==> config.mk <==
export PLATFORM = sky130hd
export DESIGN_NAME = sonic_ctrl_flat
export DESIGN_NICKNAME = d
export VERILOG_FILES = /design/src/rtl/sonic_ctrl_if.sv /design/src/rtl/sonic_ctrl.sv /design/src/flat_wrapper.sv
export SDC_FILE = /design/constraint.sdc
export NUM_CORES = 1
export LEC_CHECK = 0
export ABC_AREA = 1
export BUFFER_PORTS_ARGS = -buffer_cell sky130_fd_sc_hd__clkbuf_2
export CAP_MARGIN = 40
export CORE_ASPECT_RATIO = 1.75
export CORE_UTILIZATION = 35
export CTS_BUF_LIST = sky130_fd_sc_hd__clkbuf_8
export DETAILED_ROUTE_END_ITERATION = 6
export PLACE_DENSITY = 0.56
export REMOVE_ABC_BUFFERS = 1
export SETUP_SLACK_MARGIN = 0.3
export SYNTH_ARGS = -nofsm -noshare
export SYNTH_HDL_FRONTEND = slang
export SYNTH_SLANG_ARGS = --single-unit
==> constraint.sdc <==
create_clock -name clk -period 4.15 [get_ports clk]
set_input_delay 0.415 -clock clk [delete_from_list [all_inputs] [get_ports clk]]
set_output_delay 0.415 -clock clk [all_outputs]
set_load 0.02 [all_outputs]
==> src/rtl/sonic_ctrl_if.sv <==
// Sensor-side bundle of the ultrasonic ranging sequencer: control/echo inputs and
// result/status outputs, with master (stimulus/host) and slave (sequencer) views.
interface sonic_ctrl_if;
  logic        en;
  logic        echo;
  logic        trig;
  logic [31:0] echo_time;
  logic        e_done;
  logic        i_idle;
  logic        timeout;
  logic        busy;

  modport master (
    output en, echo,
    input  trig, echo_time, e_done, i_idle, timeout, busy
  );

  modport slave (
    input  en, echo,
    output trig, echo_time, e_done, i_idle, timeout, busy
  );
endinterface

==> src/rtl/sonic_ctrl.sv <==
// Trigger/echo sequencer for one HC-SR04-style ranging channel: fires the trigger,
// times the echo in microseconds, and enforces timeout and hold-off between shots.
module sonic_ctrl #(
  parameter int unsigned CLKS_PER_US = 100,
  parameter int unsigned TRIG_US     = 10,
  parameter int unsigned TIMEOUT_US  = 30000,
  parameter int unsigned HOLDOFF_US  = 60000
) (
  input  logic         clk,
  input  logic         rst_n,
  sonic_ctrl_if.slave  bus
);

  localparam int unsigned PRE_W = (CLKS_PER_US > 1) ? $clog2(CLKS_PER_US) : 1;
  localparam int unsigned CNT_W = 32;

  localparam logic [PRE_W-1:0] PRE_LAST  = PRE_W'(CLKS_PER_US - 1);
  localparam logic [CNT_W-1:0] TRIG_LAST = CNT_W'(TRIG_US - 1);
  localparam logic [CNT_W-1:0] TOUT_LAST = CNT_W'(TIMEOUT_US - 1);
  localparam logic [CNT_W-1:0] HOLD_LAST = CNT_W'(HOLDOFF_US - 1);

  typedef enum logic [2:0] {
    S_IDLE,
    S_TRIG,
    S_WAIT_RISE,
    S_MEASURE,
    S_DONE,
    S_TOUT,
    S_HOLDOFF
  } state_t;

  state_t             r_state;
  state_t             w_state_nxt;
  logic               w_state_chg;

  logic               r_echo_m;
  logic               r_echo_s;
  logic               r_echo_d;
  logic               w_rise;
  logic               w_fall;

  logic [PRE_W-1:0]   r_pre;
  logic [CNT_W-1:0]   r_us;
  logic [CNT_W-1:0]   r_echo_cnt;
  logic               w_us_tick;

  logic               r_trig;
  logic [CNT_W-1:0]   r_echo_time;
  logic               r_e_done;
  logic               r_timeout;
  logic               r_idle;
  logic               r_busy;

  // Two-flop synchroniser plus one delay stage for edge detection
  always_ff @(posedge clk or negedge rst_n) begin
    if (!rst_n) begin
      r_echo_m <= 1'b0;
      r_echo_s <= 1'b0;
      r_echo_d <= 1'b0;
    end else begin
      r_echo_m <= bus.echo;
      r_echo_s <= r_echo_m;
      r_echo_d <= r_echo_s;
    end
  end

  assign w_rise    = r_echo_s & ~r_echo_d;
  assign w_fall    = ~r_echo_s & r_echo_d;
  assign w_us_tick = (r_pre == PRE_LAST);

  // Next-state decision; the rising/falling edge takes priority over the limit checks
  always_comb begin
    w_state_nxt = r_state;
    case (r_state)
      S_IDLE: begin
        if (bus.en) w_state_nxt = S_TRIG;
      end
      S_TRIG: begin
        if (w_us_tick && (r_us == TRIG_LAST)) w_state_nxt = S_WAIT_RISE;
      end
      S_WAIT_RISE: begin
        if (w_rise)                                w_state_nxt = S_MEASURE;
        else if (w_us_tick && (r_us == TOUT_LAST)) w_state_nxt = S_TOUT;
      end
      S_MEASURE: begin
        if (w_fall)                                                  w_state_nxt = S_DONE;
        else if (w_us_tick && r_echo_s && (r_echo_cnt == TOUT_LAST)) w_state_nxt = S_TOUT;
      end
      S_DONE:  w_state_nxt = S_HOLDOFF;
      S_TOUT:  w_state_nxt = S_HOLDOFF;
      S_HOLDOFF: begin
        if (w_us_tick && (r_us == HOLD_LAST)) w_state_nxt = bus.en ? S_TRIG : S_IDLE;
      end
      default: w_state_nxt = S_IDLE;
    endcase
  end

  assign w_state_chg = (w_state_nxt != r_state);

  // State register, us timebase, echo counter and registered outputs
  always_ff @(posedge clk or negedge rst_n) begin
    if (!rst_n) begin
      r_state     <= S_IDLE;
      r_pre       <= '0;
      r_us        <= '0;
      r_echo_cnt  <= '0;
      r_trig      <= 1'b0;
      r_echo_time <= '0;
      r_e_done    <= 1'b0;
      r_timeout   <= 1'b0;
      r_idle      <= 1'b1;
      r_busy      <= 1'b0;
    end else begin
      r_state <= w_state_nxt;

      // Timebase restarts on every state entry so each us timer is entry-aligned
      if (w_state_chg || (r_state == S_IDLE)) begin
        r_pre <= '0;
        r_us  <= '0;
      end else if (w_us_tick) begin
        r_pre <= '0;
        r_us  <= r_us + CNT_W'(1);
      end else begin
        r_pre <= r_pre + PRE_W'(1);
      end

      if ((w_state_nxt == S_MEASURE) && (r_state != S_MEASURE)) begin
        r_echo_cnt <= '0;
      end else if ((r_state == S_MEASURE) && w_us_tick && r_echo_s) begin
        r_echo_cnt <= r_echo_cnt + CNT_W'(1);
      end

      if (w_state_nxt == S_DONE) r_echo_time <= r_echo_cnt;

      r_trig    <= (w_state_nxt == S_TRIG);
      r_e_done  <= (w_state_nxt == S_DONE);
      r_timeout <= (w_state_nxt == S_TOUT);
      r_idle    <= (w_state_nxt == S_IDLE);
      r_busy    <= (w_state_nxt != S_IDLE);
    end
  end

  assign bus.trig      = r_trig;
  assign bus.echo_time = r_echo_time;
  assign bus.e_done    = r_e_done;
  assign bus.timeout   = r_timeout;
  assign bus.i_idle    = r_idle;
  assign bus.busy      = r_busy;

endmodule

==> src/flat_wrapper.sv <==
// flat-port wrapper written by rule: the top's interface ports become plain ports
module sonic_ctrl_flat 
#(
  parameter int unsigned CLKS_PER_US = 100,
  parameter int unsigned TRIG_US     = 10,
  parameter int unsigned TIMEOUT_US  = 30000,
  parameter int unsigned HOLDOFF_US  = 60000
)
  (clk, rst_n, bus_en, bus_echo, bus_trig, bus_echo_time, bus_e_done, bus_i_idle, bus_timeout, bus_busy);
  sonic_ctrl_if bus_i ();
  input  logic clk;
  input  logic rst_n;
  input wire logic [$bits(bus_i.en)-1:0] bus_en;
  input wire logic [$bits(bus_i.echo)-1:0] bus_echo;
  output wire logic [$bits(bus_i.trig)-1:0] bus_trig;
  output wire logic [$bits(bus_i.echo_time)-1:0] bus_echo_time;
  output wire logic [$bits(bus_i.e_done)-1:0] bus_e_done;
  output wire logic [$bits(bus_i.i_idle)-1:0] bus_i_idle;
  output wire logic [$bits(bus_i.timeout)-1:0] bus_timeout;
  output wire logic [$bits(bus_i.busy)-1:0] bus_busy;
  assign bus_i.en = bus_en;
  assign bus_i.echo = bus_echo;
  assign bus_trig = bus_i.trig;
  assign bus_echo_time = bus_i.echo_time;
  assign bus_e_done = bus_i.e_done;
  assign bus_i_idle = bus_i.i_idle;
  assign bus_timeout = bus_i.timeout;
  assign bus_busy = bus_i.busy;
  sonic_ctrl #(.CLKS_PER_US(CLKS_PER_US), .TRIG_US(TRIG_US), .TIMEOUT_US(TIMEOUT_US), .HOLDOFF_US(HOLDOFF_US)) u_core (.clk(clk), .rst_n(rst_n), .bus(bus_i));
endmodule
* Yosys cells after proc, flatten, opt, wreduce, memory -nomap -nowiden
Cells that the tools add are included.
** Word-level totals
- Memory bits (read-only) :: 0
- Register bits after elaboration :: 114
- Latch bits :: 0
- Memories kept :: 0
- Input port bits :: 4
- Word-level logic and storage cells :: 67
- Memory bits (writable) :: 0
** Operators by class
- Shift-type cells :: 0
- Muxes and demuxes :: 15
- Equal/unequal tests :: 17
- Divide/modulo/power cells :: 0
- Add/sub/neg operators :: 3
- Multipliers :: 0
- Reductions and logical operators :: 15
- Magnitude comparators :: 0
- Bitwise operators :: 4
** Operator list (count)
- $mux W32 :: 4
- $add A32 B1 Y32 const B :: 2
- $eq A32 B15 Y1 const B :: 2
- $eq A32 B16 Y1 const B :: 1
- $eq A32 B4 Y1 const B :: 1
- $mux W3 :: 7
- $pmux W3 S6 :: 1
- $eq A3 B3 Y1 const B :: 5
- $mux W7 :: 2
- $eq A3 B2 Y1 const B :: 3
- $logic_and A1 B1 Y1 :: 8
- $add A7 B1 Y7 const B :: 1
- $eq A7 B7 Y1 const B :: 1
- $eq A3 B1 Y1 const B :: 2
- $logic_not A3 Y1 :: 2
- $reduce_bool A2 Y1 :: 2
- $ne A3 B2 Y1 const B :: 1
- $ne A3 B3 Y1 :: 1
- $reduce_bool A3 Y1 :: 1
- $and A1 B1 Y1 :: 2
- $not A1 Y1 :: 2
- $reduce_or A2 Y1 :: 1
- $logic_or A1 B1 Y1 :: 1
- $mux W1 :: 1

* Depth between registers and ports, before layout
Gate-level depths: netlist (run 1).
- Depth after elaboration :: 9
- Depth in mapped cells :: 17
- Depth with buffers taken out :: 16

* Worst setup path after synthesis (run 1)
OpenSTA, ideal clock, no wires.
- Kind :: reg-to-reg
- Start :: register u_core.r_pre[0]
- End :: register u_core.r_echo_time[21] (netlist: u_core.bus.echo_time[21])
- Path buffers :: 1
- Setup time :: 0.125 ns
- Stages on the path, launching flop included :: 15
- Setup slack :: 2.217 ns
- Period minus slack after synthesis :: 1.933 ns
- Arrival :: 1.808 ns
- Cell sequence :: dfrtp_1 ha_1 nand3_2 nor2_4 nand2_2 nor2_1 nand2_1 nand2_1 a21oi_1 nand2_2 nor2_4 nand2_2 buf_4 nand2_1 o21ai_1
** On the way
- Longest elaborated chain between the ends :: 7
** Ends and longest elaborated chain
- from (decl) :: line sonic_ctrl.sv:42 : logic [PRE_W-1:0] r_pre;
- from (signal assigned) :: line sonic_ctrl.sv:124 : r_pre <= r_pre + PRE_W'(1);
- $eq A7 B7 Y1 (*) :: line sonic_ctrl.sv:69 : assign w_us_tick = (r_pre == PRE_LAST);
- $logic_and A1 B1 Y1 (2 in a row) :: line sonic_ctrl.sv:87 : else if (w_us_tick && r_echo_s && (r_echo_cnt == TOUT_LAST)) w_state_nxt = S_TOUT;
- $mux W3 :: line sonic_ctrl.sv:87
- $mux W3 :: line sonic_ctrl.sv:86 : if (w_fall) w_state_nxt = S_DONE;
- $pmux W3 S6 (*) :: line sonic_ctrl.sv:74 : case (r_state)
- via u_core.w_state_nxt[0] :: line sonic_ctrl.sv:33 : state_t w_state_nxt;
- $eq A3 B3 Y1 (*) :: line sonic_ctrl.sv:133 : if (w_state_nxt == S_DONE) r_echo_time <= r_echo_cnt;
- to (signal assigned) :: line sonic_ctrl.sv:133
- to (decl) :: line sonic_ctrl.sv:48 : logic [CNT_W-1:0] r_echo_time;
The timed path passes the listed nets; every way through them passes the cells marked *.
A chain may end at the register's enable or synchronous reset.

* Worst setup path after layout (run 1)
- Start :: register u_core.r_pre[0]
- End :: register u_core.r_echo_time[18] (netlist: u_core.bus.echo_time[18])
The elaborated chain is that of the path after synthesis.

==> results.md, run 1 <==
- Via count: roughly 5300
- Vias in the first global route: approximately 5400
- Largest net degree at the start of global routing: between 60 and 70
- Final ANT Viol Nets: 0
- Post-place setup slack: around 1300 ps
- # DRC: 0
- Slew headroom: between 60 and 70%
- Mapped Cells: between 800 and 900
- Chip Width: just over 100 um
- Power Density: 324 mW/mm^2
- Vias/cell: roughly 4.8
- Largest delay share family, worst path: simple AND/OR/NAND/NOR gates
- WHS: 75.0 ps
- Crit path cell chain: ha_1 -> nand3_2 -> nor2_4 -> nand2_2 -> nor2_1 -> nand2_1 -> nand2_1 -> a21oi_1 -> nand2_2 -> nor2_4 -> nand2_2 -> buf_4 -> nand2_1 -> o21ai_1
- Top cells by area, synth: dfrtp_1 (46%), nand2_1 (12%), inv_1 (7.2%)
- Drt wl/cell: ~14 um
- Height of the chip: around 180 um
- Setup ws final: roughly 1300 ps
- Dpl hpwl: 11500 um
- Worst path bufs/invs: 1
- Most common cell after layout, fill and taps aside: nand2_1
- Worst-path clk slew: about 70 ps
- Detailed Routing Iterations Pass 1: 4
- Post-Route Skew: approximately 15 ps
- Final GP Congestion: a little under 0.9
- Final hold vios: 0
- Longest Clk Path Bufs: 2
- Mapped Avg Cell Area: about 7.6 um^2
- CP peak stage delay: ~400 ps
- Commonest non-fill, non-tap cells in the layout: nand2_1 (199), inv_1 (121), dfrtp_1 (113)
- VDD IR max: about 0.18 mV
- Register area: around 0.0029 mm^2
- Library cells used by synthesis: 33
- Ports: a little over 40
- Sequential share of the synthesized area: ~46%
- Final Power: approximately 2.3 mW
- Iteration-0 DRC Markers: 193
- Layout Utilization: 40.8%
- Initial Utilization: ~36%
- Netlist Area Pre-Place: ~0.0062 mm^2
- GRT Residual Overflow: 0
- Fillers: roughly 1800
- Total CTS buffers: 17
- Crit Path Category: register to register
- Area delta synth->final: 14.6%
- Worst Path Arrival: between 3000 and 4000 ps
- RSZ-0062 raised after global routing: no
- CTS tree: built
- Final min period: around 2800 ps
- CTS root buf: clkbuf_8
- Min-Delay Path Class: primary input to register
- Tcrit/Tclk final: around two thirds
- Area of the multi-input gates: ~0.0027 mm^2
- Post-placement cell count: between 1000 and 1500
- Ys async rst share: 100%
- First-pass GRT wire length: about 26000 um
- Die Footprint: about 0.018 mm^2
- Share of the synthesized area in the top cell type: 45.7%
- Setup-failing EPs final: 0
- Worst Path Max Fanout: 29
- Worst Max-Slew Pin Slew: about 580 ps
- Core Region: approximately 0.017 mm^2
- Synth warn: 0
- Clock sink total: 114
- Clk_lat worst skew: about 440 ps
- P_leak: 3.46 nW
- Slowest library cell on the worst path: buf_4
- Setup TNS: 0 ps
- Port bufs: 40
- Crit path capture type: register
- Ys flop type: dfrtp_1
- Top cell type by total area after synthesis: dfrtp_1
- Max Clk Rate: 0.352 GHz
- # rows: 64
- Gr usage total: 19.0%
- Max cap viols: 0
- Area after DPL: ~0.0066 mm^2
- Clock H-tree levels: 4
- Finished Layout Cells: 1108
- #FFs+latches synth: ~110
- N_diodes: 0
- CP Launch Type: register
- Nets: 872
- Cts repair resizes: 0
- Post-layout instance area: just over 0.007 mm^2
- Post-CTS setup buffers: 0
- Worst Path Required: ~4500 ps
- Final WL: approximately 16000 um
- Fraction of layout cells with a size suffix above 1: 12.8%
- Outcome: finished clean
- Initial antenna violation count: 0
- Post-synth EDFFs: 0
- Fin. max-slew vios: 0
## kinds of logic (layout without fill, tap and decap cells)
group                    after synthesis  after routing  share of synthesized area [%]
AND/OR/NAND/NOR                      474            474                           34.9
buffers and inverters                143            204                           9.52
flip-flops                           114            114                           46.1
AO/OA/AOI/OAI                         47             47                           3.86
XOR/XNOR                              34             34                           4.81
adder cells (fa/ha/maj)                4              4                          0.809
## sequential cells by signal, indices dropped and copies added, names as in the netlist
register and flops:
u_core.bus.i_idle 1, u_core.r_echo_s 1, u_core.r_echo_cnt 32, u_core.bus.e_done 1, u_core.bus.echo_time 32, u_core.bus.busy 1, u_core.r_pre 7, u_core.r_echo_d 1
u_core.r_state 3, u_core.r_echo_m 1, u_core.r_us 32, u_core.bus.timeout 1, u_core.bus.trig 1
## synth_stat cells (2+ instances only)
cell type,number
nand3_2,3
nand2_2,7
xor2_1,28
nand3b_1,5
or2_2,2
clkbuf_1,2
nor3b_1,3
buf_4,5
xnor2_1,6
nand3_1,57
ha_1,4
nor3_2,11
nand4_1,20
buf_6,3
nand2_1,199
inv_1,119
o21ai_1,22
nor2_1,103
a21oi_1,7
buf_2,9
inv_2,3
nor4_1,4
dfrtp_1,113
o21ai_0,17
nor2_4,4
nor3_1,53
## worst register-to-register path: stages, from the launching register on
cell and delay, ps:
dfrtp_1 370, ha_1 240, nand3_2 110, nor2_4 350, nand2_2 140, nor2_1 140
nand2_1 120, nand2_1 80, a21oi_1 80, nand2_2 150, nor2_4 60, nand2_2 370
buf_4 400, nand2_1 90, o21ai_1 90
## report_power, final
part | switching [mW] | internal, mW | total, mW
Combinational | 0.0243 | 0.00650 | 0.0308
Clock | 0.488 | 0.667 | 1.16
Sequential | 0.00132 | 1.11 | 1.11
Total | 0.513 | 1.79 | 2.30
## path summary, 6_finish.rpt
kind / startpoint / to / slack (ps) / cells after the start
max in group asynchronous: rst_n / u_core.bus.echo_time[1] / 2930 / 4
min in group asynchronous: rst_n / u_core.r_pre[6] / 500 / 3
worst max register to register: u_core.r_pre[0] / u_core.bus.echo_time[18] / 1310 / 14
worst max-delay path: u_core.r_pre[0] / u_core.bus.echo_time[18] / 1310 / 14
worst min register to register: u_core.r_echo_m / u_core.r_echo_s / 370 / 0
worst min-delay path: bus_echo / u_core.r_echo_m / 80 / 1
## cell type report
type	instances	area share (%)
Timing Repair Buffer	49	4.30
Clock inverter	14	2.68
Clock buffer	18	3.49
Multi-Input combinational cell	559	38.7
Tap cell	231	4.07
Sequential cell	114	40.2
Inverter	123	6.51
## repair_timing
action	in CTS	in global routing
hold endpoints to repair	60	0
hold buffers	1	0
setup endpoints to repair	0	0
## layer usage
layer / wire, um / GRT usage, % / vias to the layer above / share of wire [%]
li1: - / - / 2669 / -
met1: 5960 / 19.5 / 2511 / 38
met2: 8970 / 36.5 / 63 / 58
met3: 373 / 4.02 / 22 / 2.4
met4: 289 / 6.67 / 0 / 1.9
met5: 0 / 0 / - / 0
(Power assumes the default switching activity.)
==> run 2: changes to the inputs <==
--- a/config.mk
+++ b/config.mk
@@ -12,7 +12,7 @@
 export CORE_UTILIZATION = 35
 export CTS_BUF_LIST = sky130_fd_sc_hd__clkbuf_8
 export DETAILED_ROUTE_END_ITERATION = 6
-export PLACE_DENSITY = 0.56
+export PLACE_DENSITY = 0.58
 export REMOVE_ABC_BUFFERS = 1
 export SETUP_SLACK_MARGIN = 0.3
 export SYNTH_ARGS = -nofsm -noshare
==> constraint.sdc (replaced) <==
create_clock -name clk -period 2.5 [get_ports clk]
set_input_delay 0.25 -clock clk [delete_from_list [all_inputs] [get_ports clk]]
set_output_delay 0.25 -clock clk [all_outputs]
set_load 0.02 [all_outputs]
==> run 2 against run 1 <==
- flip-flop and latch count stayed put
- design area grew 12%
- sequential share of layout area fell by 4.3 points
- combinational power increased by 72%
- largest power group unchanged
- worst setup slack got worse by 1000 ps
- clock-buffer cell count is 1 higher
- register-to-register slack got worse by 1000 ps
- sequential power rose by 67%
- wire length is 12% higher
- critical path depth increased by 2
==> results.md, run 2 (same netlist as run 1, synthesis figures left out) <==
- Max cap viols: 0 (unchanged)
- Total CTS buffers: 17 (unchanged)
- Worst-path clk slew: 70 ps (about the same)
- Final hold vios: 0 (unchanged)
- Worst reg2reg startpoint: u_core.r_pre[1]
- Clock H-tree levels: 4 (unchanged)
- Area after DPL: 0.00675 mm^2 (+1.6%)
- Worst Setup SP: u_core.r_pre[1]
- Setup TNS: 0 ps (unchanged)
- Chip Width: 103 um (unchanged)
- Reg-to-reg endpoint: u_core.bus.echo_time[25]
- Power Density: 511 mW/mm^2 (+58%)
- Initial Utilization: 35.6% (unchanged)
- Post-place setup slack: 93.7 ps (-1180 ps)
- Worst Path Max Fanout: 10 (-66%)
- Final min period: 2210 ps (-637 ps)
- Hold_sp: bus_en
- Worst Max-Slew Pin Slew: 665 ps (+86.8 ps)
- Initial antenna violation count: 0 (unchanged)
- Vias/cell: 4.87 (+2.5%)
- Post-placement cell count: 1085 (+0.93%)
- CTS root buf: clkbuf_8
- Area of the multi-input gates: 0.00307 mm^2 (+12%)
- Detailed Routing Iterations Pass 1: 5 (+1)
- Min-Delay Path Class: primary input to register
- # DRC: 0 (unchanged)
- R2R setup slack: 290 ps (-1010 ps)
- Vias in the first global route: 5275 (-2.4%)
- Max Clk Rate: 0.453 GHz (+29%)
- Post-Route Skew: 16.5 ps (+1.46 ps)
- Slew headroom: 55.7% (-5.5 points)
- RSZ-0062 raised after global routing: yes
- Fin. max-slew vios: 0 (unchanged)
- Most common cell after layout, fill and taps aside: nand2_1
- Port bufs: 40 (unchanged)
- Tcrit/Tclk final: 88.2% (+20 points)
- Longest Clk Path Bufs: 2 (unchanged)
- CTS tree: built
- Crit path capture type: register
- Core Region: 0.0174 mm^2 (unchanged)
- Nets: 903 (+3.6%)
- First-pass GRT wire length: 25500 um (-3.2%)
- P_leak: 3.77 nW (+8.9%)
- Worst setup path end: u_core.bus.echo_time[25]
- Clock sink total: 114 (unchanged)
- Drt wl/cell: 15.3 um (+8.9%)
- Outcome: finished clean
- Fraction of layout cells with a size suffix above 1: 22.7% (+9.9 points)
- Dpl hpwl: 11400 um (-1.2%)
- Die Footprint: 0.0182 mm^2 (unchanged)
- Setup ws final: 294 ps (-1010 ps)
- Fillers: 1735 (-5.7%)
- Final GP Congestion: 0.917 (+4.5%)
- Finished Layout Cells: 1139 (+2.8%)
- Largest net degree at the start of global routing: 47 (-27%)
- Clk_lat worst skew: 460 ps (+20 ps)
- GRT Residual Overflow: 0 (unchanged)
- Height of the chip: 178 um (unchanged)
- Gr usage total: 18.4% (-0.55 points)
- Setup-failing EPs final: 0 (unchanged)
- Ports: 41 (unchanged)
- Final WL: 17400 um (+12%)
- Worst Path Required: 2840 ps (-1680 ps)
- # rows: 64 (unchanged)
- R2R cell count: 16 (+2)
- CP Launch Type: register
- Register area: 0.00286 mm^2 (about the same)
- Worst Path Arrival: 2550 ps (-660 ps)
- Iteration-0 DRC Markers: 233 (+21%)
- N_diodes: 0 (unchanged)
- Area delta synth->final: 28.4%
- Commonest non-fill, non-tap cells in the layout: nand2_1 (182), inv_1 (118), dfrtp_1 (111)
- Final Power: 4.06 mW (+77%)
- Crit Path Category: register to register
- VDD IR max: 0.330 mV (+86%)
- Final ANT Viol Nets: 0 (unchanged)
- Via count: 5550 (+5.4%)
- Post-layout instance area: 0.00795 mm^2 (+12%)
## run 2: where the power goes
part / switching [mW] / internal [mW] / total (mW)
logic: 0.0413 / 0.0116 / 0.0529
clock network: 0.818 / 1.34 / 2.16
registers: 0.00260 / 1.85 / 1.85
## run 2: how the worst min path moves through the flow
stage	end	slack [ps]	depth (start not counted)
floorplan	u_core.bus.busy	-50	0
global placement	u_core.r_us[24]	320	1
detailed placement	u_core.r_us[24]	320	1
CTS	u_core.bus.trig	240	5
global route	u_core.bus.trig	310	5
finish	u_core.bus.trig	270	5
## run 2: layout make-up
type	count	area share, %
multi-input cells	559	38.7
flip-flops and latches	114	35.9
repair buffers	80	9.72
inverters	123	5.86
well taps	231	3.64
clock buffers	19	3.29
clock inverters	13	2.90
## run 2: timing repair
item / 4_1_cts / 5_1_grt
setup buffers: 2 / 8
setup endpoints to repair: 103 / 105
hold buffers: 2 / 0
endpoints found under the hold margin: 45 / 0
pin swaps: 2 / 17
gates cloned: 0 / 10
gates resized for setup: 12 / 80
## run 2: critical path, cell delays in order, from the launching register on
cell,delay [ps]
dfrtp_1,390
ha_4,180
nand3_4,80
nor2_4,130
buf_6,140
nand2_2,40
nor2_1,80
nand2_1,70
nand2_1,80
nand2_2,70
nor2_4,120
nand2_4,90
nor2_4,180
nand2_8,130
clkbuf_16,190
nand2_1,50
o21ai_1,50
## run 2: per-stage QoR
stage / hold slack [ps] / util [%]
after global routing: 314 / 45.7
after global placement: 318 / 38.9
after floorplan: -45.6 / -
after detailed placement: 318 / 38.9
final: 265 / 45.7
after CTS: 239 / 42.2
## run 2: metal layers
metal	share of wire, %	global-route usage, %	vias to the layer above
met5	0	0	-
li1	-	-	2739
met1	37	19.3	2644
met4	3.6	8.57	0
met2	57	34.0	118
met3	3.0	4.02	49
